[src/rtl/mem_access_unit_pkg.sv]
// Shared types for the memory access stage: bus size encoding, FSM states and
// the registered op record.
package mem_access_unit_pkg;

    localparam int MAU_XLEN = 64;

    typedef enum logic [2:0] {
        MSIZE_B = 3'd0,
        MSIZE_H = 3'd1,
        MSIZE_W = 3'd2,
        MSIZE_D = 3'd3
    } msize_t;

    typedef enum logic [2:0] {
        MAU_IDLE,
        MAU_REQ,
        MAU_WAIT,
        MAU_DONE,
        MAU_DRAIN
    } mau_state_t;

    // Widths are the widest supported; narrower configurations use the low bits.
    typedef struct packed {
        logic                is_load;
        logic                is_store;
        logic [1:0]          size;
        logic                is_unsigned;
        logic [MAU_XLEN-1:0] addr;
        logic [MAU_XLEN-1:0] wdata;
    } mem_access_t;

    function automatic msize_t to_msize(input logic [1:0] size);
        case (size)
            2'd0:    return MSIZE_B;
            2'd1:    return MSIZE_H;
            2'd2:    return MSIZE_W;
            default: return MSIZE_D;
        endcase
    endfunction

endpackage

[src/rtl/mem_access_unit_lane_align.sv]
// Byte-lane alignment: write strobe and data shift for stores, extract and
// sign/zero-extend for loads. Purely combinational.
module lane_align #(
    parameter  int DATA_WIDTH = 64,
    localparam int BYTES      = DATA_WIDTH / 8,
    localparam int OFF_W      = $clog2(BYTES)
) (
    input  logic [1:0]            size,
    input  logic [OFF_W-1:0]      offset,
    input  logic                  is_unsigned,
    input  logic [DATA_WIDTH-1:0] wdata,
    input  logic [DATA_WIDTH-1:0] rdata,
    output logic [BYTES-1:0]      strobe,
    output logic [DATA_WIDTH-1:0] wdata_shifted,
    output logic [DATA_WIDTH-1:0] rdata_ext
);

    logic [3:0]            nbytes;
    logic [DATA_WIDTH-1:0] rshift;
    logic [BYTES-1:0]      base_mask;
    logic                  sign_bit;
    logic                  fill_bit;

    assign nbytes = 4'd1 << size;
    assign rshift = rdata >> {offset, 3'b000};

    always_comb begin
        case (size)
            2'd0:    sign_bit = rshift[7];
            2'd1:    sign_bit = rshift[15];
            2'd2:    sign_bit = rshift[31];
            default: sign_bit = rshift[DATA_WIDTH-1];
        endcase
    end

    assign fill_bit = sign_bit & ~is_unsigned;

    genvar gi;
    generate
        for (gi = 0; gi < BYTES; gi++) begin : g_lane
            assign base_mask[gi]       = (4'(gi) < nbytes);
            assign rdata_ext[8*gi +: 8] = (4'(gi) < nbytes) ? rshift[8*gi +: 8] : {8{fill_bit}};
        end
    endgenerate

    assign strobe        = base_mask << offset;
    assign wdata_shifted = wdata << {offset, 3'b000};

endmodule

[src/rtl/mem_access_unit.sv]
// Memory access stage: accepts one op from execute, issues at most one dbus
// transaction for it, and hands the aligned/extended result to writeback.
module mem_access_unit
    import mem_access_unit_pkg::*;
#(
    parameter int DATA_WIDTH = 64,
    parameter int ADDR_WIDTH = 64
) (
    input  logic                        clk,
    input  logic                        resetn,
    input  logic                        in_valid,
    output logic                        in_ready,
    input  logic                        in_is_load,
    input  logic                        in_is_store,
    input  logic [1:0]                  in_size,
    input  logic                        in_unsigned,
    input  logic [ADDR_WIDTH-1:0]       in_addr,
    input  logic [DATA_WIDTH-1:0]       in_wdata,
    input  logic                        flush,
    output logic                        out_valid,
    input  logic                        out_ready,
    output logic [DATA_WIDTH-1:0]       out_data,
    output logic                        out_misalign,
    output logic                        dreq_valid,
    output logic [ADDR_WIDTH-1:0]       dreq_addr,
    output logic [2:0]                  dreq_size,
    output logic [DATA_WIDTH/8-1:0]     dreq_strobe,
    output logic [DATA_WIDTH-1:0]       dreq_data,
    input  logic                        dresp_addr_ok,
    input  logic                        dresp_data_ok,
    input  logic [DATA_WIDTH-1:0]       dresp_data
);

    localparam int BYTES = DATA_WIDTH / 8;
    localparam int OFF_W = $clog2(BYTES);

    mau_state_t            state_reg;
    mem_access_t           op_reg;
    logic [DATA_WIDTH-1:0] out_data_reg;
    logic                  out_misalign_reg;

    mem_access_t           op_next;
    logic [OFF_W-1:0]      align_mask;
    logic                  misalign;
    logic [BYTES-1:0]      lane_strobe;
    logic [DATA_WIDTH-1:0] lane_wdata;
    logic [DATA_WIDTH-1:0] lane_rdata;

    always_comb begin
        op_next                        = '0;
        op_next.is_load                = in_is_load;
        op_next.is_store               = in_is_store;
        op_next.size                   = in_size;
        op_next.is_unsigned            = in_unsigned;
        op_next.addr[ADDR_WIDTH-1:0]   = in_addr;
        op_next.wdata[DATA_WIDTH-1:0]  = in_wdata;
        align_mask = OFF_W'((4'd1 << in_size) - 4'd1);
        // Doubleword ops cannot be carried by a 32-bit bus at all.
        misalign   = (in_is_load | in_is_store) &&
                     (((in_addr[OFF_W-1:0] & align_mask) != '0) ||
                      ((DATA_WIDTH == 32) && (in_size == 2'd3)));
    end

    lane_align #(
        .DATA_WIDTH(DATA_WIDTH)
    ) u_lane_align (
        .size         (op_reg.size),
        .offset       (op_reg.addr[OFF_W-1:0]),
        .is_unsigned  (op_reg.is_unsigned),
        .wdata        (op_reg.wdata[DATA_WIDTH-1:0]),
        .rdata        (dresp_data),
        .strobe       (lane_strobe),
        .wdata_shifted(lane_wdata),
        .rdata_ext    (lane_rdata)
    );

    always_ff @(posedge clk or negedge resetn) begin
        if (!resetn) begin
            state_reg        <= MAU_IDLE;
            op_reg           <= '0;
            out_data_reg     <= '0;
            out_misalign_reg <= 1'b0;
        end else begin
            case (state_reg)
                MAU_IDLE: begin
                    if (in_valid && !flush) begin
                        op_reg <= op_next;
                        if (misalign) begin
                            out_data_reg     <= '0;
                            out_misalign_reg <= 1'b1;
                            state_reg        <= MAU_DONE;
                        end else if (!in_is_load && !in_is_store) begin
                            out_data_reg     <= in_wdata;
                            out_misalign_reg <= 1'b0;
                            state_reg        <= MAU_DONE;
                        end else begin
                            out_misalign_reg <= 1'b0;
                            state_reg        <= MAU_REQ;
                        end
                    end
                end
                MAU_REQ: begin
                    if (flush) begin
                        state_reg <= dresp_data_ok ? MAU_IDLE : MAU_DRAIN;
                    end else if (dresp_addr_ok && dresp_data_ok) begin
                        out_data_reg <= op_reg.is_load ? lane_rdata : '0;
                        state_reg    <= MAU_DONE;
                    end else if (dresp_addr_ok) begin
                        state_reg <= MAU_WAIT;
                    end
                end
                MAU_WAIT: begin
                    if (flush) begin
                        state_reg <= dresp_data_ok ? MAU_IDLE : MAU_DRAIN;
                    end else if (dresp_data_ok) begin
                        out_data_reg <= op_reg.is_load ? lane_rdata : '0;
                        state_reg    <= MAU_DONE;
                    end
                end
                MAU_DONE: begin
                    if (flush || out_ready) begin
                        state_reg <= MAU_IDLE;
                    end
                end
                MAU_DRAIN: begin
                    // The killed transaction must still complete on the bus.
                    if (dresp_data_ok) begin
                        state_reg <= MAU_IDLE;
                    end
                end
                default: state_reg <= MAU_IDLE;
            endcase
        end
    end

    assign in_ready     = (state_reg == MAU_IDLE);
    assign out_valid    = (state_reg == MAU_DONE);
    assign out_data     = out_data_reg;
    assign out_misalign = out_misalign_reg;

    assign dreq_valid  = (state_reg == MAU_REQ) || (state_reg == MAU_WAIT) ||
                         (state_reg == MAU_DRAIN);
    assign dreq_addr   = op_reg.addr[ADDR_WIDTH-1:0];
    assign dreq_size   = to_msize(op_reg.size);
    assign dreq_strobe = (dreq_valid && op_reg.is_store) ? lane_strobe : '0;
    assign dreq_data   = (dreq_valid && op_reg.is_store) ? lane_wdata : '0;

endmodule

[config.mk]
export PLATFORM = sky130hd
export DESIGN_NAME = mem_access_unit
export DESIGN_NICKNAME = d
export VERILOG_FILES = /design/src/rtl/mem_access_unit_pkg.sv /design/src/rtl/mem_access_unit_lane_align.sv /design/src/rtl/mem_access_unit.sv
export SDC_FILE = /design/constraint.sdc
export NUM_CORES = 1
export LEC_CHECK = 0
export ABC_AREA = 1
export CAP_MARGIN = 20
export CORE_UTILIZATION = 35
export CTS_BUF_LIST = sky130_fd_sc_hd__clkbuf_16
export CTS_CLUSTER_SIZE = 16
export DETAILED_ROUTE_END_ITERATION = 7
export PLACE_DENSITY = 0.67
export SLEW_MARGIN = 20
export SYNTH_ARGS = -nofsm -noshare
export SYNTH_HDL_FRONTEND = slang
export SYNTH_SLANG_ARGS = --single-unit
[constraint.sdc]
create_clock -name clk -period 1.7 [get_ports clk]
set_clock_uncertainty 0.1 [all_clocks]
set_input_delay 0.17 -clock clk [delete_from_list [all_inputs] [get_ports clk]]
set_output_delay 0.17 -clock clk [all_outputs]
set_load 0.03 [all_outputs]
==> key figures, run 1 <==
Timing
  • Slew Limit Fails: 0
  • WHS: ~0.026 ns
  • RSZ-0062 raised after global routing: true
  • Count of final setup violators: 401
  • Final worst slack: -0.923 ns
  • Post-route clock period utilization: 154%
  • Final hold vios: 0
  • Min cycle time layout: between 2 and 3 ns
  • Max Fclk: 0.381 GHz

Clocking
  • Clock Path Buffers: 3
  • Clock buffer count from CTS: 23
  • Clk sink count: 201
  • Clock transition at path regs: 0.06 ns
  • CTS tree: built
  • Root Driver: clkbuf_16
  • CTS H-Tree Depth: 1
  • Clk Latency, worst-skew pair: between 0.5 and 0.6 ns

Finish
  • Largest register FFs: 69
  • Synth-to-layout area growth: 68.7%
  • Post-route cell area: 22300 um^2
  • Layout cells sized above 1: 25.3%
  • Final nets: 2736

Routing
  • Post-route DRC: 0
  • Final wirelength: 58400 um
  • TritonRoute pass-1 iters: 6
  • Vias: 15223
  • Post-route ant nets: 0
  • Avg Vias per Cell: 4.98
  • Post-DR wirelength/cell: 19.1 um
  • Initial DRC Count: around 1200

Power
  • Maximum vdd drop: 1140 uV
  • Sequential share of power: 18.1%
  • Leak Pwr: approximately 11 nW
  • Combinational share of power: 72.6%
  • Internal: 25.3 mW
  • PD cells: 2250 nW/um^2
  • Clk pwr share: 9.4%
  • Switching Share: between 40% and 50%
  • Total net switching power: approximately 25 mW

Die
  • IO Pins: 411
  • Initial Util: 35.8%
  • Area of the core: 36900 um^2
  • Die H: 196 um
  • Cell Rows: 70
  • Full die area: 38500 um^2
  • Die width: roughly 200 um

Synthesis
  • Post-synth EDFFs: 0
  • Synthesized net count: between 2000 and 2500
  • Seq/Total Area, Yosys: 38.1%
  • Syn avg cell area: 6.52 um^2
  • Synthesized cell area: 13200 um^2
  • Post-synth top area share: 38.1%
  • Async SR Flop Fraction: 100%
  • Top post-synthesis cells by area: dfrtp_1 38%, nand2_1 19%, inv_1 6.3%
  • Post-Synthesis Cells: ~2000
  • Cell variety after synth: 35
  • Seq cells post-synth: about 200
  • Synth Flop Type: dfrtp_1
  • Synth Warn #: 0
  • Yosys top cell by area: dfrtp_1

Critical path
  • WP data required: about 1.4 ns
  • R2R Path End: out_data[48]$_DFFE_PN0P_
  • Crit path buf inv count: 3
  • Critical Path Stages: 6
  • CP max stage cell: dfrtp_4
  • Max incr delay on CP: 0.57 ns
  • Cell Chain, Critical Path: nor2_4 > clkinvlp_4 > o21ai_1 > inv_2 > a211oi_4 > buf_12
  • Flop-to-flop setup slack: -0.60 ns
  • Worst setup path start: dreq_addr[0]$_DFFE_PN0P_
  • Worst Setup EP: dreq_data[50]
  • Crit-path leading delay family: flip-flops
  • Critical Path AT: 2.35 ns
  • CP startpoint kind: register
  • Crit Path Class: reg2out
  • Reg-to-Reg Start: dreq_addr[0]$_DFFE_PN0P_
  • Worst r2r path cells: 14
  • Max FO, Critical Path: 8
  • Crit end category: output port

Placement
  • Placer congestion estimate: 0.995
  • Placed inst area: a little over 20000 um^2
  • Port-buffer cells: 409
  • Final HPWL DP: 45500 um

GRT
  • Initial antenna violation count: 4
  • Overflow after GRT: 0
  • Overall Global Routing Usage: between 20% and 30%
  • Vias in the first global route: roughly 15000
  • First-pass GRT wire length: a little under 90000 um
  • Pin count of the biggest net entering global routing: 68

Run status
  • Violated checks: setup timing
  • Status: finished with violations

Flow run
  • Max_cap viols: 0

Worst hold path
  • Worst hold path class: in2async
[power groups by stage]
stage,logic (mW),registers [mW],clock network [mW]
floorplan,17.9,9.82,0
global placement,31.3,8.94,0
detailed placement,31.7,8.96,0
CTS,33.8,8.95,4.79
global route,38.8,9.28,5.00
finish,36.4,9.07,4.70
[kinds of logic (layout without fill, tap and decap cells)]
group	count (synthesis)	count (layout)	share of synthesized area, %
and+or+nand+nor	981	981	29.6
DFF	201	201	38.1
muxes	22	22	1.67
buffers and inverters	435	956	14.9
other	1	5	0.0284
AOI/OAI and AO/OA	387	387	15.8
[Yosys cell counts, drive strengths merged (2+ instances only)]
cell	count
inv	230
clkinv	4
nand3	109
nor2	163
o211ai	15
o21ai	193
a21oi	131
clkbuf	69
o21a	8
or2	9
buf	132
a31oi	15
nor3	20
a211oi	21
mux2i	22
a221oi	2
nand2	678
dfrtp	201
[area by class of cell]
class | count | area (um^2)
antenna | 4 | 10.0
tap | 504 | 631
clock buffer | 23 | 576
multi-input combinational | 1391 | 7700
timing repair buffer | 681 | 7310
clock inverter | 18 | 124
sequential | 201 | 5040
fill | 3326 | 14600
inverter | 234 | 902
[worst min path at each step]
stage,start,to,slack (ns),cells past startpoint
floorplan,resetn,dreq_addr[0]$_DFFE_PN0P_,-0.23,0
global placement,resetn,out_data[44]$_DFFE_PN0P_,0.02,1
detailed placement,resetn,out_data[44]$_DFFE_PN0P_,0.03,1
CTS,resetn,op_reg[27]$_DFFE_PN0P_,0.03,2
global route,resetn,out_data[44]$_DFFE_PN0P_,0.04,2
finish,resetn,out_data[44]$_DFFE_PN0P_,0.03,2
[per-stage QoR]
| step | TNS [ns] | utilization, % | std cells | total power, mW | worst slack, ns |
|---|---|---|---|---|---|
| after CTS | -125.12 | 58.3 | 3037 | 47.6 | -0.879 |
| final | -140.03 | 60.5 | 3056 | 50.2 | -0.923 |
| after global placement | -88.24 | 54.5 | 2975 | 40.2 | -0.635 |
| after detailed placement | -91.41 | 54.5 | 2975 | 40.7 | -0.676 |
| after global routing | -166.43 | 60.5 | 3056 | 53.1 | -0.988 |
| after floorplan | -102.76 | - | 2027 | 27.7 | -0.658 |
[timing repair]
| action | 4_1_cts | 5_1_grt |
|---|---|---|
| buffers inserted | 16 | 13 |
| cloned | 4 | 4 |
| endpoints found under the hold margin | 201 | 0 |
| pin swaps | 33 | 48 |
| hold buffers | 1 | 0 |
| setup endpoints to repair | 403 | 401 |
| gates resized for setup | 137 | 154 |
[routing by layer]
metal | vias up | share of wire, % | track usage, %
met4 | 0 | 4.4 | 13.0
met3 | 129 | 5.9 | 3.34
met5 | - | 0 | 0
li1 | 7304 | - | -
met1 | 7204 | 42 | 38.5
met2 | 586 | 48 | 48.5
[cells in the final DEF, fill, tap and decap left out, types with 12 or more instances in the layout]
master	instances
a211oi_4	18
a21oi_1	99
a21oi_2	18
a21oi_4	14
a31oi_1	15
buf_12	76
buf_4	199
buf_6	63
clkbuf_16	27
clkdlybuf4s50_1	325
dfrtp_1	197
inv_1	215
inv_2	16
mux2i_1	12
nand2_1	636
nand2_2	29
nand2_4	13
nand3_1	100
nor2_1	113
nor2_2	12
nor2_4	38
nor3_1	15
o211ai_1	14
o21ai_0	93
o21ai_1	44
o21ai_2	35
o21ai_4	21
No activity file was read; power rests on OpenSTA's default activity.
==> run 2, diff against run 1 <==
--- a/config.mk
+++ b/config.mk
@@ -11,6 +11,7 @@
 export CTS_BUF_LIST = sky130_fd_sc_hd__clkbuf_16
 export CTS_CLUSTER_SIZE = 16
 export DETAILED_ROUTE_END_ITERATION = 7
+export GPL_ROUTABILITY_DRIVEN = 0
 export PLACE_DENSITY = 0.67
 export SLEW_MARGIN = 20
 export SYNTH_ARGS = -nofsm -noshare
==> run 2 against run 1 <==
  * Power up 9.1%
  * Fmax fell by 2.5%
  * Critical path depth up 2
  * Design area up 6.7%
  * First-iteration DRC count rose by 59%
  * Die area stayed put
  * The flow still finishes with violations (setup timing)
  * Combinational power grew 12%
  * Largest power group unchanged
  * Flip-flop and latch count is the same
  * Largest cell class unchanged
  * Worst hold slack improved by 0.039 ns
==> key figures, run 2 (synthesis results as in run 1) <==
Timing
  • Post-route clock period utilization: 158%
  • Max Fclk: 0.372 GHz
  • Count of final setup violators: 405
  • Min cycle time layout: about 2.7 ns
  • Final worst slack: -0.989 ns
  • WHS: approximately 0.065 ns
  • RSZ-0062 raised after global routing: true
  • Final hold vios: 0
  • Slew Limit Fails: 0

Clocking
  • Clk Latency, worst-skew pair: roughly 0.53 ns
  • Clk sink count: 201
  • Clock transition at path regs: about 0.06 ns
  • Clock buffer count from CTS: 24
  • Root Driver: clkbuf_16
  • CTS tree: built
  • CTS H-Tree Depth: 1
  • Clock Path Buffers: 3

Worst hold path
  • Worst hold path class: in2async

Run status
  • Violated checks: setup timing
  • Status: finished with violations

Critical path
  • Max FO, Critical Path: 8
  • Critical Path AT: 2.42 ns
  • Crit Path Class: reg2out
  • WP data required: roughly 1.4 ns
  • CP startpoint kind: register
  • Crit end category: output port
  • Worst r2r path cells: 14

Finish
  • Post-route insts no fill: 3072
  • Most frequent cells in the layout: 555 x nand2_1, 329 x clkdlybuf4s50_1, 209 x inv_1, 197 x dfrtp_1, 195 x buf_4
  • Synth-to-layout area growth: 80.0%
  • Final nets: 2752
  • Layout cells sized above 1: between 30% and 40%
  • Commonest non-fill, non-tap cell in the layout: nand2_1
  • Largest register FFs: 69

Die
  • Initial Util: 35.8%
  • IO Pins: 411
  • Die width: 196 um
  • Full die area: approximately 39000 um^2
  • Cell Rows: 70
  • Die H: 196 um
  • Area of the core: 36900 um^2

Routing
  • TritonRoute pass-1 iters: 6
  • Avg Vias per Cell: 5.28
  • Final wirelength: between 60000 and 70000 um
  • Post-DR wirelength/cell: 20.4 um
  • Vias: 16208
  • Post-route ant nets: 0
  • Initial DRC Count: 1980
  • Post-route DRC: 0

Placement
  • Placed cell count: 2960
  • Final HPWL DP: 44500 um
  • Port-buffer cells: 409

Flow run
  • Max_cap viols: 0

Power
  • PD cells: 2300 nW/um^2
  • Leak Pwr: 11.3 nW
  • Total Power: 54.7 mW
  • Maximum vdd drop: 1240 uV

GRT
  • Overflow after GRT: 0
  • Pin count of the biggest net entering global routing: 81
  • Initial antenna violation count: 5
  • Overall Global Routing Usage: between 20% and 30%
  • First-pass GRT wire length: 87800 um
  • Vias in the first global route: 15205
run 2: cell types whose count changed in the layout (fill, tap and decap cells not counted), moves of 11 or more:
cell / previous run / this run
a21oi_1: 99 / 33
clkbuf_16: 27 / 38
nand2_2: 29 / 69
nand3_1: 100 / 89
o21ai_4: 21 / 39
o21ai_0: 93 / 71
nand2_1: 636 / 555
a21oi_2: 18 / 84
o21ai_2: 35 / 50
nand2_4: 13 / 50
o21ai_1: 44 / 33
run 2: critical path, stage by stage (launching register included):
cell and delay, ns:
dfrtp_4 0.61, buf_12 0.19, buf_8 0.14, buf_6 0.12
mux2i_2 0.28, nand2_1 0.10, o211ai_1 0.19, a21oi_4 0.12
buf_12 0.15
run 2: final cells by class:
class / instances / area [um^2]
Fill cell: 2946 / 13100
Multi-Input combinational cell: 1391 / 8740
Timing Repair Buffer: 696 / 7740
Sequential cell: 201 / 5040
Inverter: 234 / 907
Tap cell: 504 / 631
Clock buffer: 24 / 601
Clock inverter: 17 / 111
Antenna cell: 5 / 12.5
run 2: repair_timing:
item,4_1_cts,5_1_grt
gates cloned,7,16
resized for setup,287,299
hold buffers,1,0
pin swaps,63,92
buffers inserted,23,31
hold endpoints to repair,201,0
endpoints found under the setup margin,402,405
run 2: through the flow:
| step | instance area (um^2) | util [%] | worst slack (ns) | setup TNS [ns] |
|---|---|---|---|---|
| 2_1_floorplan | 14100 | - | -0.658 | -102.76 |
| 3_5_place_dp | 20000 | 54.1 | -0.682 | -100.58 |
| 6_report | 23800 | 64.5 | -0.989 | -177.22 |
| 4_1_cts | 22000 | 59.7 | -0.888 | -138.36 |
| 5_1_grt | 23800 | 64.5 | -1.04 | -206.28 |
| 3_3_place_gp | 20000 | 54.1 | -0.616 | -91.75 |
run 2: report_power, final:
| part | switching (mW) | internal [mW] | total [mW] |
|---|---|---|---|
| Sequential | 2.02 | 7.16 | 9.18 |
| Clock | 2.08 | 2.70 | 4.79 |
| Combinational | 23.5 | 17.2 | 40.8 |
| Total | 27.6 | 27.1 | 54.7 |
run 2: metal layers:
metal / GRT usage (%) / vias up / share of wire [%]
li1: - / 7360 / -
met1: 39.0 / 7655 / 39
met2: 48.7 / 991 / 48
met3: 3.34 / 202 / 7.8
met4: 12.2 / 0 / 5.0
met5: 0 / - / 0
run 2: final timing paths:
| path | slack [ns] | end | from |
|---|---|---|---|
| max | -0.99 | dreq_data[33] | dreq_addr[0]$_DFFE_PN0P_ |
| min | 0.06 | out_data[60]$_DFFE_PN0P_ | resetn |
| max reg2reg | -0.72 | out_data[13]$_DFFE_PN0P_ | dreq_addr[0]$_DFFE_PN0P_ |
| min reg2reg | 0.37 | dreq_addr[19]$_DFFE_PN0P_ | dreq_addr[19]$_DFFE_PN0P_ |
| max in group asynchronous | 0.69 | dreq_addr[33]$_DFFE_PN0P_ | resetn |
| min in group clk | 0.07 | dreq_addr[3]$_DFFE_PN0P_ | in_addr[3] |
==> run 3, diff against run 2 <==
==> constraint.sdc (replaced) <==
create_clock -name clk -period 1.7 [get_ports clk]
set_clock_uncertainty 0.1 [all_clocks]
set_input_delay 0.51 -clock clk [delete_from_list [all_inputs] [get_ports clk]]
set_output_delay 0.51 -clock clk [all_outputs]
set_load 0.03 [all_outputs]
==> run 3 against run 2 <==
  * The run still ends with setup timing left
  * Core utilization increased by 1.7 points
  * Clock power grew 5.0%
  * Count of clock-buffer cells in the layout unchanged
  * Sequential power grew 5.2%
  * Critical path type unchanged
  * Non-clock buffer count is 47 higher
  * Largest power group unchanged
==> key figures, run 3 (synthesis results as in run 1) <==
Timing
  • Slew Limit Fails: 0
  • Final hold vios: 0
  • Final worst slack: -1.22 ns
  • Total negative setup slack: -207.40 ns
  • Min cycle time layout: 2.92 ns
  • Post-route clock period utilization: 172%
  • WHS: roughly 0.37 ns
  • Max Fclk: 0.342 GHz
  • Count of final setup violators: 365
  • RSZ-0062 raised after global routing: true

Clocking
  • Root Driver: clkbuf_16
  • Clk Latency, worst-skew pair: 0.53 ns
  • Clock Path Buffers: 3
  • Clk sink count: approximately 200
  • Clock buffer count from CTS: 24
  • CTS H-Tree Depth: 1
  • CTS tree: built
  • Clock transition at path regs: 0.06 ns

Finish
  • Fillers: 2849
  • Final Core Density: between 60% and 70%
  • Layout cells sized above 1: 35.9%
  • Synth-to-layout area growth: 84.6%
  • Final nets: 2800
  • Most frequent cells in the layout: 590 x nand2_1, 258 x buf_4, 220 x clkdlybuf4s50_1, 207 x inv_1, 197 x dfrtp_1
  • Largest register FFs: 69
  • Post-route cell area: 24400 um^2
  • Post-route insts no fill: 3125
  • Commonest non-fill, non-tap cell in the layout: nand2_1

Routing
  • Post-route DRC: 0
  • Vias: 16544
  • Final wirelength: around 64000 um
  • Post-DR wirelength/cell: 20.5 um
  • TritonRoute pass-1 iters: 6
  • Initial DRC Count: 1960
  • Post-route ant nets: 0
  • Avg Vias per Cell: between 5 and 6

Critical path
  • Crit end category: output port
  • Max FO, Critical Path: 6
  • Critical Path AT: 2.31 ns
  • CP startpoint kind: register
  • WP data required: 1.09 ns
  • Crit Path Class: reg2out

Die
  • IO Pins: 411
  • Cell Rows: 70
  • Area of the core: 36900 um^2
  • Die width: around 200 um
  • Die H: 196 um
  • Full die area: between 30000 and 40000 um^2
  • Initial Util: 35.8%

Power
  • Maximum vdd drop: 1240 uV
  • Switching Share: about half
  • Clk pwr share: between 8 and 9%
  • Total Power: between 50 and 60 mW
  • Internal: 28.9 mW
  • Leak Pwr: 11.8 nW
  • Total net switching power: around 28 mW
  • Combinational share of power: 74.2%
  • Sequential share of power: around 17%
  • PD cells: 2330 nW/um^2

Worst hold path
  • Worst hold path class: in2async

GRT
  • Vias in the first global route: 15038
  • Overflow after GRT: 0
  • Overall Global Routing Usage: roughly 29%
  • Initial antenna violation count: 6
  • First-pass GRT wire length: 86900 um
  • Pin count of the biggest net entering global routing: 61

Placement
  • Placed inst area: approximately 21000 um^2
  • Placed cell count: 3007
  • Port-buffer cells: 409
  • Pre-CTS setup slack: -0.998 ns
  • Final HPWL DP: roughly 45000 um

Run status
  • Status: finished with violations
  • Violated checks: setup timing

Flow run
  • Max_cap viols: 0
-- run 3: final timing paths --
kind / start / end / slack (ns) / cells past startpoint
max: dreq_addr[0]$_DFFE_PN0P_ / dreq_data[52] / -1.22 / 8
min: resetn / out_data[57]$_DFFE_PN0P_ / 0.37 / 2
max reg2reg: dreq_addr[0]$_DFFE_PN0P_ / out_data[32]$_DFFE_PN0P_ / -0.88 / 15
min reg2reg: dreq_addr[15]$_DFFE_PN0P_ / dreq_addr[15]$_DFFE_PN0P_ / 0.37 / 2
max in group asynchronous: resetn / state_reg[2]$_DFFE_PN0P_ / 0.54 / 3
min in group clk: dreq_addr[15]$_DFFE_PN0P_ / dreq_addr[15]$_DFFE_PN0P_ / 0.37 / 2
-- run 3: final cells by class --
class / instances / area, um^2 / share of cell area, %
well taps: 504 / 631 / 2.58
diodes: 7 / 17.5 / 0.0718
repair buffers: 743 / 8790 / 36.0
clock inverters: 20 / 156 / 0.641
multi-input cells: 1392 / 8270 / 33.9
flip-flops and latches: 201 / 5040 / 20.7
clock buffers: 24 / 601 / 2.46
inverters: 234 / 903 / 3.70
-- run 3: power groups by stage --
stage / registers, mW / clock network, mW / logic (mW)
after floorplan: 9.82 / 0 / 17.9
after global placement: 9.37 / 0 / 32.9
after detailed placement: 9.41 / 0 / 33.5
after CTS: 9.47 / 5.06 / 35.1
after global routing: 9.85 / 5.23 / 44.3
final: 9.66 / 5.03 / 42.2
-- run 3: routing by layer --
| layer | part of all wire (%) | vias up | global-route usage [%] |
|---|---|---|---|
| li1 | - | 7471 | - |
| met1 | 38 | 7781 | 38.4 |
| met2 | 47 | 1064 | 48.6 |
| met3 | 9.0 | 228 | 3.41 |
| met4 | 5.4 | 0 | 12.3 |
| met5 | 0 | - | 0 |
-- run 3: timing repair --
action	in CTS	in global routing
endpoints found under the hold margin	29	0
gates cloned	4	32
hold buffers	1	0
pin swaps	28	72
gates resized for setup	164	447
buffers inserted	8	25
endpoints found under the setup margin	392	404
-- run 3: critical path, stage by stage, from the launching register on --
cell and delay, ns:
dfrtp_4 0.57, buf_12 0.19, clkbuf_16 0.17, o21ai_4 0.14, nand2_1 0.08, o21ai_1 0.11, inv_2 0.08, a211oi_4 0.30
buf_12 0.16
